--- src/rtl/online_r4_pkg.sv ---
// Shared definitions for the radix-4 online digit datapath: digit width,
// default operand length / online delay, and the sequencer state encoding.
package online_r4_pkg;

   localparam int DIGIT_C       = 3;
   localparam int N_DEFAULT     = 6;
   localparam int DELAY_DEFAULT = 2;

   typedef logic signed [DIGIT_C-1:0] digit_t;

   typedef enum logic [1:0] {
      IDLE,
      CLEAR,
      STREAM,
      DONE
   } state_t;

endpackage

--- src/rtl/digit_shreg_r4.sv ---
// Digit-wide shift register: parallel load, shift left by one digit per
// enabled cycle with a new digit entering on the LSB side.
module digit_shreg_r4 #(
   parameter int DIGITS = 6,
   parameter int C      = 3
) (
   input  logic                  clk,
   input  logic                  clear,
   input  logic                  load,
   input  logic                  shift,
   input  logic [DIGITS*C-1:0]   din,
   input  logic [C-1:0]          sin,
   output logic [DIGITS*C-1:0]   q
);

   always_ff @(posedge clk) begin
      if (clear)
         q <= '0;
      else if (load)
         q <= din;
      else if (shift)
         q <= {q[DIGITS*C-C-1:0], sin};
   end

endmodule

--- src/rtl/online_sub_seq_r4.sv ---
// Sequencer wrapping the radix-4 online subtractor core behind two
// valid/ready handshakes: operands in, parallel N+1 digit result out.
module online_sub_seq_r4
   import online_r4_pkg::*;
#(
   parameter int N     = N_DEFAULT,
   parameter int C     = DIGIT_C,
   parameter int DELAY = DELAY_DEFAULT
) (
   input  logic                 clk,
   input  logic                 reset,
   input  logic                 in_valid,
   output logic                 in_ready,
   input  logic [N*C-1:0]       in_x,
   input  logic [N*C-1:0]       in_y,
   output logic                 out_valid,
   input  logic                 out_ready,
   output logic [(N+1)*C-1:0]   out_z,
   output logic                 busy,
   output logic                 core_reset,
   output logic                 core_en,
   output logic [C-1:0]         core_xi,
   output logic [C-1:0]         core_yi,
   input  logic [C-1:0]         core_zi
);

   localparam int CW = $clog2(N+DELAY+1);
   localparam logic [CW-1:0] K_LAST = CW'(N+DELAY-1);
   localparam logic [CW-1:0] K_CAP  = CW'(DELAY-1);

   state_t              state, state_nxt;
   logic [CW-1:0]       k;
   logic                load, shift_op, capture;
   logic [N*C-1:0]      xq, yq;
   logic [(N+1)*C-1:0]  zq;

   assign load     = (state == IDLE) && in_valid;
   assign shift_op = (state == STREAM);
   // The first DELAY-1 core outputs precede the online delay and are dropped.
   assign capture  = (state == STREAM) && (k >= K_CAP);

   always_ff @(posedge clk) begin
      if (reset)
         state <= IDLE;
      else
         state <= state_nxt;
   end

   always_ff @(posedge clk) begin
      if (reset)
         k <= '0;
      else if (state == CLEAR)
         k <= '0;
      else if (state == STREAM)
         k <= k + CW'(1);
   end

   always_comb begin
      state_nxt = state;
      case (state)
         IDLE:    if (in_valid) state_nxt = CLEAR;
         CLEAR:   state_nxt = STREAM;
         STREAM:  if (k == K_LAST) state_nxt = DONE;
         DONE:    if (out_ready) state_nxt = IDLE;
         default: state_nxt = IDLE;
      endcase
   end

   always_comb begin
      in_ready   = 1'b0;
      out_valid  = 1'b0;
      busy       = 1'b0;
      core_en    = 1'b0;
      core_reset = reset;
      core_xi    = '0;
      core_yi    = '0;
      case (state)
         IDLE:   in_ready = 1'b1;
         CLEAR: begin
            busy       = 1'b1;
            core_reset = 1'b1;
         end
         STREAM: begin
            busy    = 1'b1;
            core_en = 1'b1;
            core_xi = xq[N*C-1 -: C];
            core_yi = yq[N*C-1 -: C];
         end
         DONE:   out_valid = 1'b1;
         default: ;
      endcase
   end

   // Operands shift MSD-first; zero fill supplies the padding digits.
   digit_shreg_r4 #(.DIGITS(N), .C(C)) u_xreg (
      .clk   (clk),
      .clear (1'b0),
      .load  (load),
      .shift (shift_op),
      .din   (in_x),
      .sin   ({C{1'b0}}),
      .q     (xq)
   );

   digit_shreg_r4 #(.DIGITS(N), .C(C)) u_yreg (
      .clk   (clk),
      .clear (1'b0),
      .load  (load),
      .shift (shift_op),
      .din   (in_y),
      .sin   ({C{1'b0}}),
      .q     (yq)
   );

   digit_shreg_r4 #(.DIGITS(N+1), .C(C)) u_zreg (
      .clk   (clk),
      .clear (reset),
      .load  (1'b0),
      .shift (capture),
      .din   ({((N+1)*C){1'b0}}),
      .sin   (core_zi),
      .q     (zq)
   );

   assign out_z = zq;

endmodule

--- config.mk ---
export PLATFORM = sky130hd
export DESIGN_NAME = online_sub_seq_r4
export DESIGN_NICKNAME = d
export VERILOG_FILES = /design/src/rtl/online_r4_pkg.sv /design/src/rtl/digit_shreg_r4.sv /design/src/rtl/online_sub_seq_r4.sv
export SDC_FILE = /design/constraint.sdc
export NUM_CORES = 1
export LEC_CHECK = 0
export CAP_MARGIN = 20
export CORE_MARGIN = 5
export CORE_UTILIZATION = 52
export CTS_BUF_LIST = sky130_fd_sc_hd__clkbuf_16
export CTS_CLUSTER_SIZE = 24
export DETAILED_ROUTE_END_ITERATION = 6
export PLACE_DENSITY = 0.85
export RECOVER_POWER = 50
export SYNTH_ARGS = -nofsm -noshare
export SYNTH_HDL_FRONTEND = slang
export SYNTH_SLANG_ARGS = --single-unit
--- constraint.sdc ---
create_clock -name clk -period 6.8 [get_ports clk]
set_input_delay 1.02 -clock clk [delete_from_list [all_inputs] [get_ports clk]]
set_output_delay 1.02 -clock clk [all_outputs]
set_load 0.01 [all_outputs]
# Yosys cells after proc, flatten, opt, wreduce, memory -nomap -nowiden
# Cells that the tools add are included.
classes:
  n_eq_ne: 7
  add_sub_neg: 1
  n_lt_le_gt_ge: 1
  muxes: 15
  n_reduce_logical: 7
op_table:
  columns: ["operator", "n"]
  rows:
  - ["two-way mux 18 bit", 4]
  - ["case mux 2 bit (4 select lines)", 1]
  - ["two-way mux 2 bit", 3]
  - ["two-way mux 3 bit", 2]
  - ["two-way mux 1 bit", 5]
  - ["adder 4 x 1 -> 4 bit (second input constant)", 1]
  - ["equality test 2 bit (second input constant)", 2]
  - ["equality test 4 x 3 -> 1 bit (second input constant)", 1]
  - ["greater-or-equal comparator 4 x 1 -> 1 bit (second input constant)", 1]
  - ["inequality test 2 bit (second input constant)", 2]
  - ["OR reduction 2 bit", 2]
  - ["AND reduction 3 bit", 1]
  - ["equality test 2 x 1 -> 1 bit (second input constant)", 1]
  - ["logical AND 1 bit", 2]
  - ["zero test 2 bit", 1]
  - ["inequality test 2 x 1 -> 1 bit (second input constant)", 1]
  - ["nonzero test 2 bit", 1]
totals:
  in_bits: 43
  word_cells: 36
  ff_bits: 63
  output_inout_bits: 32

# Logic depth before layout (Yosys ltp)
depth:
  ltp_word: 3
  mapped_depth: 7
  depth_no_buf: 5

# Modules after synthesis
# A second synthesis with hierarchy kept.
unflattened:
  hier_cells: 303
  area_unflattened_um2: 3128.0
by_module_without_submodules:
  columns: ["mod", "area_per_inst_um2", "n_inst", "cells_per_inst", "seq_area_each_um2"]
  rows:
  - ["digit_shreg_r4 (u_xreg ...)", 850.8, 2, 80, 360.3]
  - ["digit_shreg_r4 (u_zreg)", 997.2, 1, 94, 420.4]
  - ["online_sub_seq_r4", 429.2, 1, 49, 120.1]

# Least setup slack after synthesis
# No wires, ideal clock.
synth_path:
  path_type: "input to register"
  start: "input port in_valid"
  end: "register u_xreg.q[0] (enable)"
  t_required_ns: 6.406
  stages: 3
  path_slack_ns: 4.329
  arrival_time_ns: 2.077
  setup_time_ns: 0.394
  path_buffers: 1
  cell_sequence: "nand2_1 > buf_2 > nand2_1"
synth_between:
  elab_chain_cells: 2
synth_rtl:
  columns: ["item", "line", "text"]
  rows:
  - ["start, declared", "online_sub_seq_r4.sv:12", "input logic in_valid,"]
  - ["logical AND 1 bit", "online_sub_seq_r4.sv:37", "assign load = (state == IDLE) && in_valid;"]
  - ["nonzero test 2 bit (no line)", null, null]
  - ["end signal, assigned", "digit_shreg_r4.sv:20", "q <= din;"]
  - ["end signal, assigned", "digit_shreg_r4.sv:22", "q <= {q[DIGITS*C-C-1:0], sin};"]
  - ["end, declared", "digit_shreg_r4.sv:13", "output logic [DIGITS*C-1:0] q"]
# No other way between the ends.
# A chain may end at the register's enable or synchronous reset.

# Worst setup path in the final report
layout_path:
  start: "input port reset"
  end: "output port core_reset"
layout_between:
  elab_chain_cells: 1
layout_rtl:
  columns: ["item", "line", "text"]
  rows:
  - ["start, declared", "online_sub_seq_r4.sv:11", "input logic reset,"]
  - ["two-way mux 1 bit", "online_sub_seq_r4.sv:77", "case (state)"]
  - ["end, declared", "online_sub_seq_r4.sv:20", "output logic core_reset,"]
# No other way between the ends.

==> flow_results.org <==
** Critical path
- CP Capture Type :: output port
- The largest individual stage delay along the critical path comes from the cell dlygate4sd3_1.
- Number of stages on the worst setup path :: 3
- Classification of the worst setup path :: input port to output port
- Counting both buffers and inverters, the worst setup path holds a total of 2.
- CP endpoint :: core_reset
- Arrival time at the worst endpoint :: 2970 ps
- Counting cells, the worst reg-to-reg path comes to 6.
- Register-to-register setup slack :: approximately 4100 ps
- The worst setup path is launched from an input port.
- Kind of cell adding the most delay to the critical path :: buffers and inverters
- The signal on the critical path passes through dlygate4sd3_1 -> or2_2 -> clkdlybuf4s50_1.
- Critical path required time :: 5780 ps
- Biggest cell delay along the critical path :: ~1100 ps
- Capture point of the worst reg-to-reg path :: u_xreg.q[5]$_DFFE_PP_
- The worst register-to-register path begins at state[0]$_SDFFE_PP0P_.
- Of all nets on the critical path, the largest fanout is 25.
- Critical path origin :: reset

** Pwr
- Peak supply drop :: roughly 320 uV
- Power spread over the standard cell area amounts to around 360 nW/um^2.
- For this design the static power due to leakage is 1.44 nW.
- Overall Power :: about 1.4 mW

** STA
- Final critical-path share of the clock period :: roughly three fifths
- Endpoints failing setup :: 0
- At the pin with the least slew margin, the transition time is 1540 ps.
- Final Max Tran Viols :: 32
- Clock period minus final worst setup slack :: 3990 ps
- Rel. slew slack :: -2.99%
- Sum of negative setup slack :: 0 ps
- Setup repair after global routing left no endpoint under its margin.
- The final-report hold violation count was 0.
- Clock skew on the completed layout was measured at about 5.2 ps.
- Maximum frequency from static timing analysis :: around 250 MHz

** Synthesis
- Counting flops and latches in the post-synthesis netlist gives between 60 and 70.
- Of the synthesized area, sequential elements account for between 50% and 60%.
- For this run, the leading register cell type out of synthesis is edfxtp_1.
- Gate count of the mapped netlist :: between 200 and 250
- Synth cell types :: 32
- Summing every instance area after synthesis gives approximately 2800 sq um.
- For this run, asynchronously set or reset flops after synthesis account for 0%.
- Yosys printed 0 warnings.
- In this run, synthesis inferred 36 flip-flops with an integrated enable.
- In this run the mean area of a mapped cell was approximately 13 sq um.
- The number of nets in the synthesized netlist is 272.

** Global route
- Entering global routing, the biggest net connects 37 pins.
- First-pass GRT wire length :: roughly 8900 um
- Congestion Overflow GR :: 0
- Initial antenna violation count :: 0
- In the global route stage, overall resource usage came out at between 15 and 20%.
- Number of global-route vias before repair :: around 1900

** Route
- Dividing the detail-routed wire length by the instance count gives between 10 and 15 um.
- Final routed DRC violation total :: 0
- Count of nets left with antenna violations after detail routing :: 0
- For this block, the routed nets add up to 5420 um of wire.
- Iteration-0 DRC Markers :: 120
- Per-cell via count in the routed design :: ~5.2
- For this run, the detailed router's first-pass iteration total came to 4.
- Via count :: between 1500 and 2000

** Final layout
- In the final design database the tool counted 345 nets.
- Number of fillers in the final layout :: ~330
- Leading cell type in the layout, fill and taps excluded :: clkdlybuf4s50_1
- Seq. cell area :: roughly 1600 sq um
- In the final layout, the multi-input gates occupy around 1100 sq um.
- Top library cells by usage in the layout, fill and taps aside :: clkdlybuf4s50_1 (51), edfxtp_1 (36), mux2_2 (30), dfxtp_1 (27), dlygate4sd3_1 (23)
- Utilization after layout :: between 70 and 80%
- The post-route netlist has around 21% of its cells at a drive strength greater than 1.
- Antenna Diode Count :: 0
- Area added between synthesis and finish :: 38.1%

** Clock network
- The H-tree was split into 3 levels.
- TritonCTS clock tree :: done
- Clock Latency Late Sink :: around 320 ps
- Buffer depth of the longest clock path :: 2
- For this design, the sink count on the clock tree is 63.
- Number of hold buffers added after cts :: 0
- Clock Pin Slew Worst Setup and Hold Paths :: about 50 ps
- The number of clock buffers added by TritonCTS is 9.
- The number of gates resized after CTS was 0.
- The tree is rooted in a clkbuf_16.
- After clock tree synthesis, the setup repair step added 0 buffers.

** Die
- Core Region :: 5170 sq um
- Number of ports placed on the die boundary :: 75
- Initial Util :: 54.1%
- Overall die width :: roughly 83 um
- The die covers between 6000 and 7000 sq um.
- Count of standard-cell rows :: 26
- The die is 83.4 um tall.

** Place
- Port-buffer cells :: 74
- The congestion estimate from routability-driven global placement came to approximately 0.73.
- Detail Placement HPWL :: ~3600 um

** Run
- Across the run, the number of max-cap violations was 1.

** Outcome
- Violated checks :: max-capacitance violations, max-slew violations
- The flow ran to the end, but the final reports show violations.

** Min path
- Min-Delay Path Class :: flip-flop to flip-flop
layout make-up:
cell class | instances | area share (%)
Clock buffer | 10 | 6.47
Multi-Input combinational cell | 137 | 27.7
Clock inverter | 6 | 1.33
Inverter | 5 | 0.485
Tap cell | 70 | 2.27
Timing Repair Buffer | 78 | 19.8
Sequential cell | 63 | 41.9
Yosys cell counts (6+ instances only):
cell      number  area [sq um]
nand3_1        8          40.0
buf_2          6          30.0
ha_1           8           100
a21oi_1       18          90.1
edfxtp_1      36          1080
and3_1         6          37.5
clkbuf_1       7          26.3
mux2_2        30           338
and2_1         6          37.5
dfxtp_1       27           541
o21ai_0       18          90.1
nand3_2       13           130
metrics by stage:
stage	cells	cell area [sq um]	setup WS, ps	hold slack, ps
floorplan	221	2800	4330	484
CTS	369	3870	2840	470
finish	369	3870	2810	459
detailed placement	353	3570	2860	464
global route	369	3870	2680	492
global placement	353	3570	2830	459
logic make-up after synthesis:
group,synth area share (%)
buffers and inverters,3.75
flip-flops,57.9
AO/OA/AOI/OAI,8.49
adder cells (fa/ha/maj),3.57
XOR/XNOR,0.939
multiplexers,12.8
AND/OR/NAND/NOR,12.6
routing by layer:
layer	part of all wire [%]	wire length, um	track usage (%)	vias to the layer above
met5	0	0	0	-
met4	1.8	97	7.58	0
met3	5.3	286	4.95	10
met2	51	2760	26.7	55
met1	42	2270	19.0	914
li1	-	-	-	953
report_power, final:
part	switching [mW]	leakage, nW	internal (mW)
logic	0.199	0.713	0.176
clock network	0.152	0.157	0.300
registers	0.0266	0.566	0.548
worst min-delay path: cells and delay by family (launching register included):
kind / cells / cell delay (ps)
flip-flops: 1 / 320
AND/OR/NAND/NOR: 1 / 50
AO/OA/AOI/OAI: 1 / 40
sequential cells by signal (all words and copies together) (netlist names):
name,cells
u_zreg.q,21
u_xreg.q,18
k,4
state,2
u_yreg.q,18
how the worst min path moves through the flow:
stage                         startpoint                   endpoint  slack [ps]  cells after the start
2_1_floorplan      state[1]$_SDFFE_PP0P_      state[1]$_SDFFE_PP0P_         480                      2
5_1_grt        u_zreg.q[11]$_SDFFE_PP0P_  u_zreg.q[14]$_SDFFE_PP0P_         490                      2
6_report       u_zreg.q[16]$_SDFFE_PP0P_  u_zreg.q[19]$_SDFFE_PP0P_         460                      2
3_3_place_gp   u_zreg.q[12]$_SDFFE_PP0P_  u_zreg.q[15]$_SDFFE_PP0P_         460                      2
3_5_place_dp   u_zreg.q[16]$_SDFFE_PP0P_  u_zreg.q[19]$_SDFFE_PP0P_         460                      2
4_1_cts        u_zreg.q[16]$_SDFFE_PP0P_  u_zreg.q[19]$_SDFFE_PP0P_         470                      2
No activity file was read; power rests on OpenSTA's default activity.
